$ cat config.mk
export PLATFORM = sky130hd
export DESIGN_NAME = counter_access_ctrl
export DESIGN_NICKNAME = d
export VERILOG_FILES = /design/src/rtl/counter_access_ctrl.sv
export SDC_FILE = /design/constraint.sdc
export NUM_CORES = 1
export LEC_CHECK = 0
export CAP_MARGIN = 20
export CELL_PAD_IN_SITES_DETAIL_PLACEMENT = 1
export CELL_PAD_IN_SITES_GLOBAL_PLACEMENT = 1
export CORE_MARGIN = 2
export CORE_UTILIZATION = 42
export DETAILED_ROUTE_END_ITERATION = 7
export HOLD_SLACK_MARGIN = 0.15
export PLACE_DENSITY = 0.91
export RECOVER_POWER = 100
export SETUP_SLACK_MARGIN = 0.5
export SYNTH_ARGS = -nofsm -noshare
export SYNTH_HDL_FRONTEND = slang
export SYNTH_SLANG_ARGS = --single-unit
$ cat constraint.sdc
create_clock -name Clk -period 5.46 [get_ports Clk]
set_input_delay 1.092 -clock Clk [delete_from_list [all_inputs] [get_ports Clk]]
set_output_delay 1.092 -clock Clk [all_outputs]
set_load 0.01 [all_outputs]
$ cat src/rtl/counter_access_ctrl.sv
// counter_access_ctrl: bus-side control, latch and load logic of a 3-counter timer.
// Define READBACK_EN to enable the read-back control command (SC=11).
module counter_access_ctrl #(
    parameter logic [1:0] RESET_RW = 2'b11
) (
    input  logic        Clk,
    input  logic        Rst_n,
    input  logic        CS_n,
    input  logic        RD_n,
    input  logic        WR_n,
    input  logic [1:0]  A,
    input  logic [7:0]  DIn,
    output logic [7:0]  DOut,
    output logic        DOE,
    input  logic [15:0] Count0_i,
    input  logic [15:0] Count1_i,
    input  logic [15:0] Count2_i,
    input  logic        Out0_i,
    input  logic        Out1_i,
    input  logic        Out2_i,
    input  logic        Loaded0_i,
    input  logic        Loaded1_i,
    input  logic        Loaded2_i,
    output logic [5:0]  Mode0_o,
    output logic [5:0]  Mode1_o,
    output logic [5:0]  Mode2_o,
    output logic        CfgStb0_o,
    output logic        CfgStb1_o,
    output logic        CfgStb2_o,
    output logic [15:0] Load0_o,
    output logic [15:0] Load1_o,
    output logic [15:0] Load2_o,
    output logic        LoadStb0_o,
    output logic        LoadStb1_o,
    output logic        LoadStb2_o
);

`ifdef READBACK_EN
    localparam bit RbEn = 1'b1;
`else
    localparam bit RbEn = 1'b0;
`endif

    logic [15:0] cnt_in    [3];
    logic        out_in    [3];
    logic        loaded_in [3];

    logic        wr_n_q, rd_n_q;
    logic [7:0]  dout_q, dout_d;
    logic [5:0]  mode_q [3], mode_d [3];
    logic        cfg_q  [3], cfg_d  [3];
    logic [15:0] load_q [3], load_d [3];
    logic        lstb_q [3], lstb_d [3];
    logic        wptr_q [3], wptr_d [3];
    logic [7:0]  lsb_q  [3], lsb_d  [3];
    logic        rptr_q [3], rptr_d [3];
    logic        clat_q [3], clat_d [3];
    logic [15:0] clv_q  [3], clv_d  [3];
    logic        slat_q [3], slat_d [3];
    logic [7:0]  slv_q  [3], slv_d  [3];
    logic        null_q [3], null_d [3];

    logic        wr_ev, rd_ev;
    logic [1:0]  sc, idx, rw;
    logic [15:0] src;

    assign cnt_in    = '{Count0_i, Count1_i, Count2_i};
    assign out_in    = '{Out0_i, Out1_i, Out2_i};
    assign loaded_in = '{Loaded0_i, Loaded1_i, Loaded2_i};

    always_comb begin
        wr_ev  = ~CS_n & ~WR_n & wr_n_q;
        rd_ev  = ~CS_n & ~RD_n & rd_n_q & ~wr_ev;
        sc     = DIn[7:6];
        idx    = (A == 2'b11) ? 2'd0 : A;
        rw     = mode_q[idx][5:4];
        src    = clat_q[idx] ? clv_q[idx] : cnt_in[idx];
        dout_d = dout_q;
        for (int i = 0; i < 3; i++) begin
            mode_d[i] = mode_q[i];
            cfg_d[i]  = 1'b0;
            load_d[i] = load_q[i];
            lstb_d[i] = 1'b0;
            wptr_d[i] = wptr_q[i];
            lsb_d[i]  = lsb_q[i];
            rptr_d[i] = rptr_q[i];
            clat_d[i] = clat_q[i];
            clv_d[i]  = clv_q[i];
            slat_d[i] = slat_q[i];
            slv_d[i]  = slv_q[i];
            // a Loaded pulse coinciding with a new strobe leaves NullCount set
            null_d[i] = (null_q[i] & ~loaded_in[i]) | cfg_q[i] | lstb_q[i];
        end
        if (wr_ev) begin
            if (A == 2'b11) begin
                if (sc != 2'b11) begin
                    if (DIn[5:4] == 2'b00) begin
                        if (!clat_q[sc]) begin
                            clat_d[sc] = 1'b1;
                            clv_d[sc]  = cnt_in[sc];
                        end
                    end else begin
                        mode_d[sc] = DIn[5:0];
                        cfg_d[sc]  = 1'b1;
                        wptr_d[sc] = 1'b0;
                        rptr_d[sc] = 1'b0;
                        null_d[sc] = 1'b1;
                        clat_d[sc] = 1'b0;
                        slat_d[sc] = 1'b0;
                    end
                end else if (RbEn) begin
                    for (int i = 0; i < 3; i++) begin
                        if (DIn[i+1]) begin
                            if (!DIn[5] && !clat_q[i]) begin
                                clat_d[i] = 1'b1;
                                clv_d[i]  = cnt_in[i];
                            end
                            if (!DIn[4] && !slat_q[i]) begin
                                slat_d[i] = 1'b1;
                                slv_d[i]  = {out_in[i], null_q[i], mode_q[i]};
                            end
                        end
                    end
                end
            end else begin
                unique case (rw)
                    2'b01: begin
                        load_d[idx] = {8'h00, DIn};
                        lstb_d[idx] = 1'b1;
                    end
                    2'b10: begin
                        load_d[idx] = {DIn, 8'h00};
                        lstb_d[idx] = 1'b1;
                    end
                    2'b11: begin
                        if (!wptr_q[idx]) begin
                            lsb_d[idx]  = DIn;
                            wptr_d[idx] = 1'b1;
                        end else begin
                            load_d[idx] = {DIn, lsb_q[idx]};
                            lstb_d[idx] = 1'b1;
                            wptr_d[idx] = 1'b0;
                        end
                    end
                    default: ;
                endcase
            end
        end else if (rd_ev) begin
            if (A == 2'b11) begin
                dout_d = 8'h00;
            end else if (slat_q[idx]) begin
                dout_d      = slv_q[idx];
                slat_d[idx] = 1'b0;
            end else begin
                unique case (rw)
                    2'b01: begin
                        dout_d      = src[7:0];
                        clat_d[idx] = 1'b0;
                    end
                    2'b10: begin
                        dout_d      = src[15:8];
                        clat_d[idx] = 1'b0;
                    end
                    2'b11: begin
                        dout_d      = rptr_q[idx] ? src[15:8] : src[7:0];
                        rptr_d[idx] = ~rptr_q[idx];
                        if (rptr_q[idx]) clat_d[idx] = 1'b0;
                    end
                    default: ;
                endcase
            end
        end
    end

    always_ff @(posedge Clk) begin
        if (!Rst_n) begin
            wr_n_q <= 1'b1;
            rd_n_q <= 1'b1;
            dout_q <= 8'h00;
            for (int i = 0; i < 3; i++) begin
                mode_q[i] <= {RESET_RW, 3'b000, 1'b0};
                cfg_q[i]  <= 1'b0;
                load_q[i] <= 16'h0000;
                lstb_q[i] <= 1'b0;
                wptr_q[i] <= 1'b0;
                lsb_q[i]  <= 8'h00;
                rptr_q[i] <= 1'b0;
                clat_q[i] <= 1'b0;
                clv_q[i]  <= 16'h0000;
                slat_q[i] <= 1'b0;
                slv_q[i]  <= 8'h00;
                null_q[i] <= 1'b0;
            end
        end else begin
            wr_n_q <= WR_n;
            rd_n_q <= RD_n;
            dout_q <= dout_d;
            for (int i = 0; i < 3; i++) begin
                mode_q[i] <= mode_d[i];
                cfg_q[i]  <= cfg_d[i];
                load_q[i] <= load_d[i];
                lstb_q[i] <= lstb_d[i];
                wptr_q[i] <= wptr_d[i];
                lsb_q[i]  <= lsb_d[i];
                rptr_q[i] <= rptr_d[i];
                clat_q[i] <= clat_d[i];
                clv_q[i]  <= clv_d[i];
                slat_q[i] <= slat_d[i];
                slv_q[i]  <= slv_d[i];
                null_q[i] <= null_d[i];
            end
        end
    end

    assign DOut       = dout_q;
    assign DOE        = ~CS_n & ~RD_n & (A != 2'b11);
    assign Mode0_o    = mode_q[0];
    assign Mode1_o    = mode_q[1];
    assign Mode2_o    = mode_q[2];
    assign CfgStb0_o  = cfg_q[0];
    assign CfgStb1_o  = cfg_q[1];
    assign CfgStb2_o  = cfg_q[2];
    assign Load0_o    = load_q[0];
    assign Load1_o    = load_q[1];
    assign Load2_o    = load_q[2];
    assign LoadStb0_o = lstb_q[0];
    assign LoadStb1_o = lstb_q[1];
    assign LoadStb2_o = lstb_q[2];

endmodule

# [Word-level counts from Yosys, hierarchy flattened]
# Memories as Yosys holds them, arrays and structs flattened.
# Index checks and enable logic that the tools add are counted.
[word_totals] ff_bits=10 mem_bits_rw=180 output_inout_bits=81 word_cells=211 n_memories=11
[memory_table] memory="clv_q" depth=3 width=16 read_ports=4 rd_clocked_by_memory_dff=0 wr=3 line="58" source="logic [15:0] clv_q [3], clv_d [3];"
[memory_table] memory="load_q" depth=3 width=16 read_ports=3 rd_clocked_by_memory_dff=0 wr=3 line="52" source="logic [15:0] load_q [3], load_d [3];"
[memory_table] memory="lsb_q" depth=3 width=8 read_ports=4 rd_clocked_by_memory_dff=0 wr=3 line="55" source="logic [7:0] lsb_q [3], lsb_d [3];"
[memory_table] memory="slv_q" depth=3 width=8 read_ports=1 rd_clocked_by_memory_dff=0 wr=3 line="60" source="logic [7:0] slv_q [3], slv_d [3];"
[memory_table] memory="mode_q" depth=3 width=6 read_ports=4 rd_clocked_by_memory_dff=0 wr=3 line="50" source="logic [5:0] mode_q [3], mode_d [3];"
[memory_table] memory="cfg_q" depth=3 width=1 read_ports=3 rd_clocked_by_memory_dff=0 wr=3 line="51" source="logic cfg_q [3], cfg_d [3];"
[memory_table] memory="+5 memories"
[op_classes] order_cmp=4 n_eq_ne=7 muxes=122 bitwise=57 n_reduce_logical=7
[ops] cell="48-bit 2-to-1 mux" count=8
[ops] cell="16-bit 2-to-1 mux" count=13
[ops] cell="48-bit bitwise mux" count=4
[ops] cell="48-bit one-hot mux with 3 select lines" count=1
[ops] cell="3-bit 2-to-1 mux" count=37
[ops] cell="24-bit 2-to-1 mux" count=4
[ops] cell="8-bit 2-to-1 mux" count=10
[ops] cell="18-bit 2-to-1 mux" count=4
[ops] cell="16-bit binary-select mux with 2-bit select" count=2
[ops] cell="16-bit demux with 2-bit select" count=2
[ops] cell="1-bit bitwise OR" count=33
[ops] cell="24-bit bitwise mux" count=1
[ops] cell="6-bit 2-to-1 mux" count=4
[ops] cell="8-bit one-hot mux with 3 select lines" count=1
[ops] cell="1-bit 2-to-1 mux" count=22
[ops] cell="3-bit AND" count=7
[ops] cell="18-bit bitwise mux" count=1
[ops] cell="8-bit demux with 2-bit select" count=1
[ops] cell="6-bit demux with 2-bit select" count=1
[ops] cell="3-bit one-hot mux with 2 select lines" count=2
[ops] cell="1-bit AND" count=6
[ops] cell="2-bit equality test, second input constant" count=3
[ops] cell="3-bit greater-or-equal comparator, second input constant" count=2
[ops] cell="3-bit by 1-bit less-than comparator with 1-bit output, second input constant" count=2
[ops] cell="other kinds (16)" count=26

# [Depth between registers and ports, before layout]
# Gate-level depths: netlist of the first run.
[depth] word_depth=16 ltp_mapped=15 mapped_depth_nobuf=11

# [Least setup slack after synthesis of the first run]
# OpenSTA, ideal clock, no wires.
[synth_timing] kind="input-to-reg" start="in A[0]" end="reg dout_q[0] (netlist: DOut[0])" setup_ns=0.122 arrival_time_ns=3.811 t_required_ns=5.338 setup_slack_ns=1.528 path_stages=13 n_path_buf=4 path_cell_list="inv_1 > ha_1 > clkbuf_1 > buf_2 > clkbuf_1 > nand2_1 > o21ai_0 > ha_1 > clkbuf_1 > nor3_1 > a2111oi_0 > nor2_1 > a221o_1"
[synth_between] elab_chain_len=11 word_cells_on_any_way=22 cone_classes="eq/ne (4); mux (9); bitwise (1); reduce/logical (2); memory (6)"
[synth_lines] element="start, declared" line="11" source="input logic [1:0] A,"
[synth_lines] element="2-bit equality test" line="75, 149"
[synth_lines] element="2-bit 2-to-1 mux" line="75" source="idx = (A == 2'b11) ? 2'd0 : A;"
[synth_lines] element="2-bit NOT with 3-bit output (not written as such)" line="77" source="src = clat_q[idx] ? clv_q[idx] : cnt_in[idx];"
[synth_lines] element="16-bit binary-select mux with 2-bit select" line="77"
[synth_lines] element="16-bit 2-to-1 mux (not written as such) (2 in series)" line="77"
[synth_lines] element="16-bit 2-to-1 mux" line="77"
[synth_lines] element="8-bit 2-to-1 mux" line="165" source="dout_d = rptr_q[idx] ? src[15:8] : src[7:0];"
[synth_lines] element="8-bit one-hot mux with 3 select lines" line="155" source="unique case (rw)"
[synth_lines] element="8-bit 2-to-1 mux" line="151" source="end else if (slat_q[idx]) begin"
[synth_lines] element="8-bit 2-to-1 mux" line="149" source="if (A == 2'b11) begin"
[synth_lines] element="end signal, assigned" line="197" source="dout_q <= dout_d;"
[synth_lines] element="end, declared" line="49" source="logic [7:0] dout_q, dout_d;"
# Several ways; a longest one is shown, not always the timed one. The select of a mux whose other input is x is not followed.
# A chain may end at the register's enable or synchronous reset.

==> results of run 1 <==
cell families after synthesis:
| logic type | after synthesis | synth area share |
|---|---|---|
| fa+ha+maj | 8 | 0.0127 |
| simple gates | 323 | 0.190 |
| xor+xnor | 1 | 0.00111 |
| flops | 166 | 0.421 |
| compound gates | 226 | 0.195 |
| mux | 101 | 0.131 |
| buf+inv | 89 | 0.0488 |
critical path, cell delays in order:
cell and delay (ps):
dlygate4sd3_1 620, ha_1 300, clkbuf_2 1030, nand2_1 230, o211ai_1 270, nand3_1 610
a221oi_1 600, nor3_1 80
power breakdown:
| part | internal, mW | leakage, nW | switching [mW] | total [mW] |
|---|---|---|---|---|
| combinational | 0.113 | 2.25 | 0.180 | 0.293 |
| sequential | 1.22 | 1.34 | 0.00705 | 1.23 |
| clock | 0.613 | 0.281 | 0.576 | 1.19 |
| total | 1.95 | 3.87 | 0.763 | 2.71 |
cell type report:
type	instances	area, sq um
fill	2132	8700
multi-input combinational	659	4100
sequential	166	3320
timing repair buffer	160	1550
clock buffer	18	429
tap	234	293
clock inverter	14	149
inverter	9	33.8
synthesized netlist by cell type, types with 3 or more instances:
master,n,share of area
a211oi_1,58,0.055
a211oi_2,14,0.022
a21oi_1,55,0.035
a221o_1,11,0.014
a221oi_1,8,0.0089
a22o_1,8,0.0089
buf_1,8,0.0038
buf_2,14,0.0089
buf_4,3,0.0029
buf_6,3,0.0043
clkbuf_1,52,0.025
dfxtp_1,166,0.42
ha_1,8,0.013
inv_1,9,0.0043
mux2i_1,97,0.12
nand2_1,93,0.044
nand2b_1,8,0.0063
nand3_1,45,0.029
nor2_1,126,0.060
nor2b_1,13,0.010
nor3_1,11,0.0070
o21ai_0,57,0.036
final timing paths:
check                                    end  slack (ps)                    from
setup / recovery  load_q[0][37]$_SDFFE_PN0P_         920                    A[1]
setup reg to reg    clv_q[0][2]$_SDFFE_PN0P_        2330       wr_n_q$_SDFF_PN1_
hold / removal        slat_q[2]$_SDFFE_PN0P_         440  slat_q[2]$_SDFFE_PN0P_
hold reg to reg       slat_q[2]$_SDFFE_PN0P_         440  slat_q[2]$_SDFFE_PN0P_
sequential cells by signal, indices dropped and copies added, names as in the netlist, named ones only:
signal / flops
load_q: 48
rd_n_q: 1
lsb_q: 24
wr_n_q: 1
mode_q: 18
clv_q: 48
slat_q: 3
lstb_q: 3
rptr_q: 3
DOut: 8
cfg_q: 3
routing by layer:
| layer | track usage | up-vias |
|---|---|---|
| li1 | - | 3449 |
| met3 | 0.0438 | 41 |
| met1 | 0.301 | 3637 |
| met2 | 0.452 | 208 |
| met5 | 0 | - |
| met4 | 0.0895 | 0 |
through the flow:
stage / total power, mW / hold WS, ps
final: 2.71 / 444
after global routing: 2.80 / 471
after CTS: 2.72 / 444
after detailed placement: 1.55 / 431
after global placement: 1.54 / 420
after floorplan: 1.43 / 409
==> results.toml, run 1 <==
[route]
highest_layer = "met4"
wl_per_cell_microns = 19.9
dr_wl_met2_microns = 12800
first_iter_violations = 457
wirelength_met1_microns = 10600
routed_via_density = 5.82
dr.pass1.iters = 5
vias = 7335
drtAntennaViolNets = 0
met3WireLength_microns = 1040
wirelength_microns = 25000
drc = 0

[sta]
hold_violations = 0
setup-violations-final = 0
slew_headroom = -0.176
worst_slack_ps = 917
period_needed_ps = 4540
fin_worst_skew_ps = 15.3
slew_violations = 34
finalCritPeriodShare = 0.832
fmax_ghz = 0.220
rsz0062_at_grt = "no"
tightest_slew_ps = 1760
fin_setup_tns_ps = 0

[layout]
syn_to_final_growth_pct = 25.1
fin_nets = 1090
drive_gt1_frac = 0.0643
final_common_cell = "dfxtp_1"
stdcell_area_sq_mm = 0.00988
finalNonFillerCells = 1260
diodes = 0
layout_common_cells = "dfxtp_1 (166), nor2_1 (126), mux2i_1 (98)"
post-route-util = 0.532

[placement]
placed_cell_area_sq_mm = 0.00940
dpl.hpwl_microns = 16700
placed_cells = 1228
dp_slack_ps = 985
place.gp.congestion = 0.862
port_buffers = 143

[yosys]
yosysWarnings = 0
ys_types = 56
synth_ff_type = "dfxtp_1"
ys_seq_area_frac = 0.421
syn_area_sq_mm = 0.00789
syn_inst = 914
synth_edf_count = 0
yosys_register_bits = 166
async_reset_ff_frac = 0
syn-num-nets = 991
syn_avg_cell_area_sq_um = 8.64

[floorplan]
start_util = 0.425
ios = 150
coreArea_sq_mm = 0.0186
die_w_microns = 141
die_y_microns = 141
die_area_sq_mm = 0.0199
rows = 50

[power]
p_leak_nw = 3.87
powerDensity_mw_per_mm2 = 274
max-vdd-ir-drop_v = 0.000236

[setup_path]
critPathCaptureType = "flip-flop"
path_max_fanout = 64
startpoint_type = "input port"
worstSetupPathType = "input port to flip-flop"
rr_worst_depth = 6
crit_required_ps = 5760
cp.arrival_ps = 4840

[worst_hold_path]
hold_depth = 2
hold_class = "flip-flop to flip-flop"

[cts]
post_cts_buffers = 0
path_clk_slew_ps = 80
tritoncts = "done"
cts_hold_buf = 0
cts_root_buf = "clkbuf_16"
cts_buffer_depth = 2
htree_levels = 4
ctsResizeCount = 0
clkLatencyLatePin_ps = 440
numCtsBuffers = 17
cts_sinks = 166

[flow_run]
drv_cap = 1

[grt]
grt_pass1_wl_microns = 40200
grt_max_degree = 87
antenna_found_initial = 0
grt_pass1_vias = 7625
grtUsageTotal = 0.251
grt_overflow = 0

[outcome]
failed_checks = "capacitance limit, slew limit"
status = "finished, violations left"
Power figures use the tool's default switching activity.
==> inputs of run 2 (changes only) <==
CORE_UTILIZATION = 39   (was 42)
PLACE_DENSITY = 0.86   (was 0.91)
clock period = 4.6 ns   (was 5.46 ns; I/O delays follow)
==> run 2 against run 1 <==
  * The flow still finishes with violations (capacitance limit, slew limit)
  * Register-to-register slack got worse by 650 ps
  * Via count fell by 2.0%
  * Combinational power grew 20%
  * Global-route usage decreased by 1.8 points
  * Clock power is 26% higher
  * Sequential share of layout area decreased by 0.43 points
  * First-iteration DRC count is 13% lower
  * Wire length fell by 2.1%
  * Design area increased by 1.3%
  * Clock skew fell by 4.2 ps
  * Hold slack improved by 6.7 ps
  * Total power up 22%
==> results.toml, run 2 (synthesized netlist as in run 1, its figures left out) <==
[floorplan]
rows = 52
die_w_microns = 146
coreArea_sq_mm = 0.0200
die_area_sq_mm = 0.0214
die_y_microns = 146
ios = 150
start_util = 0.394

[cts]
post_cts_buffers = 0
cts_root_buf = "clkbuf_16"
clkLatencyLatePin_ps = 450
ctsResizeCount = 0
numCtsBuffers = 17
cts_sinks = 166
cts_hold_buf = 0
tritoncts = "done"
htree_levels = 4
cts_buffer_depth = 2
path_clk_slew_ps = 70

[route]
routed_via_density = 5.52
drtAntennaViolNets = 0
wirelength_microns = 24500
vias = 7188
first_iter_violations = 396
wl_per_cell_microns = 18.8
dr.pass1.iters = 4
drc = 0

[layout]
diodes = 0
final_common_cell = "dfxtp_1"
finalNonFillerCells = 1301
post-route-util = 0.499
stdcell_area_sq_mm = 0.0100
reg_top3 = "clv_q x48, load_q x48, lsb_q x24"
layout_common_cells = "dfxtp_1 (166), nor2_1 (126), mux2i_1 (97)"
multi_input_area_sq_mm = 0.00411
syn_to_final_growth_pct = 26.8
regArea_sq_mm = 0.00332
fin_nets = 1095
fillers = 2388
drive_gt1_frac = 0.0708

[sta]
hold_violations = 0
fin_worst_skew_ps = 11.2
fin_setup_tns_ps = 0
fmax_ghz = 0.248
slew_violations = 137
rsz0062_at_grt = "no"
slew_headroom = -0.331
finalCritPeriodShare = 0.877
holdWs_ps = 451
period_needed_ps = 4040
tightest_slew_ps = 2000
setup-violations-final = 0

[outcome]
failed_checks = "capacitance limit, slew limit"
status = "finished, violations left"

[worst_hold_path]
hold_depth = 2
hold_class = "flip-flop to flip-flop"

[power]
p_sw_mw = 0.929
p_int_mw = 2.38
power_frac_comb = 0.106
p_leak_nw = 3.91
switching_share = 0.281
powerDensity_mw_per_mm2 = 331
power_frac_seq = 0.440
max-vdd-ir-drop_v = 0.000268
clkPwrFrac = 0.453

[grt]
grt_pass1_wl_microns = 40200
grtUsageTotal = 0.233
grt_overflow = 0
grt_max_degree = 103
antenna_found_initial = 0
grt_pass1_vias = 7615

[setup_path]
worstSetupPathType = "input port to flip-flop"
critPathCaptureType = "flip-flop"
startpoint_type = "input port"
crit_chain = "clkdlybuf4s50_1, inv_1, ha_1, clkbuf_2, mux2i_4, a2111oi_0, nor2_1, a221o_1"
crit_required_ps = 4930
cp.arrival_ps = 4360
path_max_fanout = 48
rr_worst_depth = 9
slowest_delay_ps = 670
cp_slowest_cell = "a2111oi_0"

[placement]
placed_cell_area_sq_mm = 0.00948
port_buffers = 143
place.gp.congestion = 0.841
dpl.hpwl_microns = 16700
placed_cells = 1269

[flow_run]
drv_cap = 2
run 2: cell count changes in the layout (fill, tap and decap cells not counted), moves of 2 or more:
| cell | change |
|---|---|
| clkinv_8 | +2 |
| dlygate4sd3_1 | -3 |
| a211oi_1 | -2 |
| clkbuf_2 | +4 |
| a211oi_2 | +2 |
| inv_6 | -2 |
| buf_4 | +2 |
| clkdlybuf4s50_1 | +3 |
run 2: path summary, 6_finish.rpt:
kind	from	slack, ps	to
min reg2reg	slat_q[0]$_SDFFE_PN0P_	450	slat_q[0]$_SDFFE_PN0P_
max	A[0]	560	DOut[2]$_SDFFE_PN0P_
min	slat_q[0]$_SDFFE_PN0P_	450	slat_q[0]$_SDFFE_PN0P_
max reg2reg	mode_q[0][5]$_SDFFE_PN1P_	1680	load_q[0][44]$_SDFFE_PN0P_
run 2: area by class of cell:
type                    instances  area share
multi-input cells             659       0.411
flip-flops and latches        166       0.332
repair buffers                165       0.157
clock buffers                  17      0.0425
well taps                     270      0.0338
clock inverters                15      0.0201
inverters                       9     0.00338
run 2: layer usage:
metal / global-route usage / up-vias / routed length [microns]
li1: - / 3462 / -
met1: 0.279 / 3497 / 10300
met2: 0.416 / 194 / 12500
met3: 0.0431 / 35 / 1130
met4: 0.0879 / 0 / 527
met5: 0 / - / 0
run 2: worst max-delay path: cells and delay by family:
kind	cells	cell delay (ps)
buf+inv	3	1250
compound gates	2	1100
mux	1	460
simple gates	1	330
fa+ha+maj	1	290
run 2: per-stage QoR:
step / setup WS, ps / power (mW)
final: 564 / 3.31
after CTS: 751 / 3.34
after floorplan: 840 / 1.69
after detailed placement: 284 / 1.84
after global placement: 449 / 1.83
after global routing: 365 / 3.43
run 2: power by group through the flow:
stage | Combinational, mW | Sequential (mW) | Clock [mW]
floorplan | 0.202 | 1.49 | 0
global placement | 0.343 | 1.49 | 0
detailed placement | 0.352 | 1.49 | 0
CTS | 0.358 | 1.46 | 1.53
global route | 0.380 | 1.46 | 1.59
finish | 0.351 | 1.46 | 1.50
==> inputs of run 3 (changes only) <==
CAP_MARGIN = 5   (was 20)
RECOVER_POWER = default   (was 100)
==> run 3 against run 2 <==
  * The run now ends clean
  * Total power down 0.76%
  * Combinational power grew 2%
  * Count of clock-buffer cells in the layout unchanged
  * Wire length decreased by 0.48%
  * Maximum frequency increased by 7.2%
  * Via count grew 0.29%
  * Hold slack worse by 9.2 ps
  * Highest routed layer unchanged
==> results.toml, run 3 (synthesized netlist as in run 1, its figures left out) <==
[cts]
cts_root_buf = "clkbuf_16"
tritoncts = "done"
numCtsBuffers = 17
htree_levels = 4
path_clk_slew_ps = 70
cts_sinks = 166
cts_buffer_depth = 2
post_cts_buffers = 0
clkLatencyLatePin_ps = 450

[setup_path]
startpoint_type = "input port"
worstSetupPathType = "input port to flip-flop"
crit_required_ps = 4980
cp.arrival_ps = 4140
rr_worst_depth = 8
path_max_fanout = 10
critPathCaptureType = "flip-flop"

[grt]
grt_overflow = 0
grt_pass1_vias = 7454
grt_max_degree = 103
grtUsageTotal = 0.227
grt_pass1_wl_microns = 39300
antenna_found_initial = 0

[sta]
fin_setup_tns_ps = 0
worst_slack_ps = 836
rsz0062_at_grt = "no"
fin_worst_skew_ps = 16.4
slew_violations = 0
tightest_slew_ps = 1250
setup-violations-final = 0
period_needed_ps = 3760
fmax_ghz = 0.266
finalCritPeriodShare = 0.818
slew_headroom = 0.162
hold_violations = 0

[placement]
dpl.hpwl_microns = 16700
dp_slack_ps = 305
port_buffers = 143
placed_cells = 1268
place.gp.congestion = 0.841

[outcome]
status = "complete, no violations"

[power]
powerDensity_mw_per_mm2 = 325
p_int_mw = 2.34
power_frac_comb = 0.109
clkPwrFrac = 0.447
max-vdd-ir-drop_v = 0.000259
power_frac_seq = 0.444
power_mw = 3.28
switching_share = 0.288
p_sw_mw = 0.946
p_leak_nw = 3.69

[route]
drc = 0
routed_via_density = 5.55
dr.pass1.iters = 5
wirelength_microns = 24400
first_iter_violations = 423
wl_per_cell_microns = 18.8
drtAntennaViolNets = 0
vias = 7209

[layout]
drive_gt1_frac = 0.0845
fin_nets = 1094
regArea_sq_mm = 0.00332
diodes = 0
multi_input_area_sq_mm = 0.00419
fillers = 2339
syn_to_final_growth_pct = 28.0
final_common_cell = "dfxtp_1"
reg_top3 = "clv_q x48, load_q x48, lsb_q x24"
layout_common_cells = "dfxtp_1 (166), clkdlybuf4s50_1 (142), nor2_1 (126)"
finalNonFillerCells = 1300

[floorplan]
rows = 52
coreArea_sq_mm = 0.0200
die_area_sq_mm = 0.0214
start_util = 0.394
die_w_microns = 146
die_y_microns = 146
ios = 150

[worst_hold_path]
hold_depth = 2
hold_class = "flip-flop to flip-flop"

[flow_run]
drv_cap = 0
[run 3: changes by cell type in the layout (fill, tap and decap cells not counted), sizes merged]
| cell | delta |
|---|---|
| buf | +7 |
| clkdlybuf4s50 | +83 |
| clkinvlp | -1 |
| clkbuf | -8 |
| bufinv | -1 |
| dlygate4sd3 | -83 |
| clkinv | +4 |
| inv | -2 |
[run 3: power groups by stage]
stage / registers (mW) / logic, mW / clock network, mW
2_1_floorplan: 1.49 / 0.202 / 0
3_3_place_gp: 1.49 / 0.343 / 0
3_5_place_dp: 1.49 / 0.352 / 0
4_1_cts: 1.46 / 0.357 / 1.48
5_1_grt: 1.46 / 0.385 / 1.54
6_report: 1.46 / 0.358 / 1.47
[run 3: cell type report]
type / count / share of cell area
multi-input cells: 659 / 0.415
flip-flops and latches: 166 / 0.329
repair buffers: 164 / 0.157
clock buffers: 17 / 0.0421
well taps: 270 / 0.0334
clock inverters: 15 / 0.0199
inverters: 9 / 0.00334
[run 3: worst paths after layout]
check / startpoint / endpoint / slack (ps)
worst max-delay path: A[1] / DOut[1]$_SDFFE_PN0P_ / 840
worst max register to register: mode_q[0][5]$_SDFFE_PN1P_ / DOut[1]$_SDFFE_PN0P_ / 1830
worst min register to register: slat_q[0]$_SDFFE_PN0P_ / slat_q[0]$_SDFFE_PN0P_ / 440
worst min-delay path: slat_q[0]$_SDFFE_PN0P_ / slat_q[0]$_SDFFE_PN0P_ / 440
[run 3: critical path, stage by stage]
cell	delay, ps
clkdlybuf4s50_1	540
inv_1	80
ha_2	210
mux2i_1	120
o21ai_0	330
ha_1	430
nand2b_1	110
o21ai_0	230
nand4_1	500
a211oi_1	460
a221o_1	180
[run 3: metrics by stage]
stage,hold slack [ps],instance area (sq um),util
3_5_place_dp,424,9470,0.473
5_1_grt,475,10100,0.504
4_1_cts,437,10100,0.504
2_1_floorplan,409,7890,-
3_3_place_gp,420,9470,0.473
6_report,442,10100,0.504
[run 3: repair_timing]
item / 4_1_cts / 5_1_grt
hold buffers: 0 / 0
gates resized for setup: 0 / 1
setup endpoints to repair: 0 / 3
[run 3: layer usage]
layer  up-vias  track usage  routed length [microns]
met5         -            0                        0
met4         0       0.0612                      326
met3        27       0.0456                      983
met2       166        0.416                    12600
met1      3566        0.270                    10400
li1       3450            -                        -
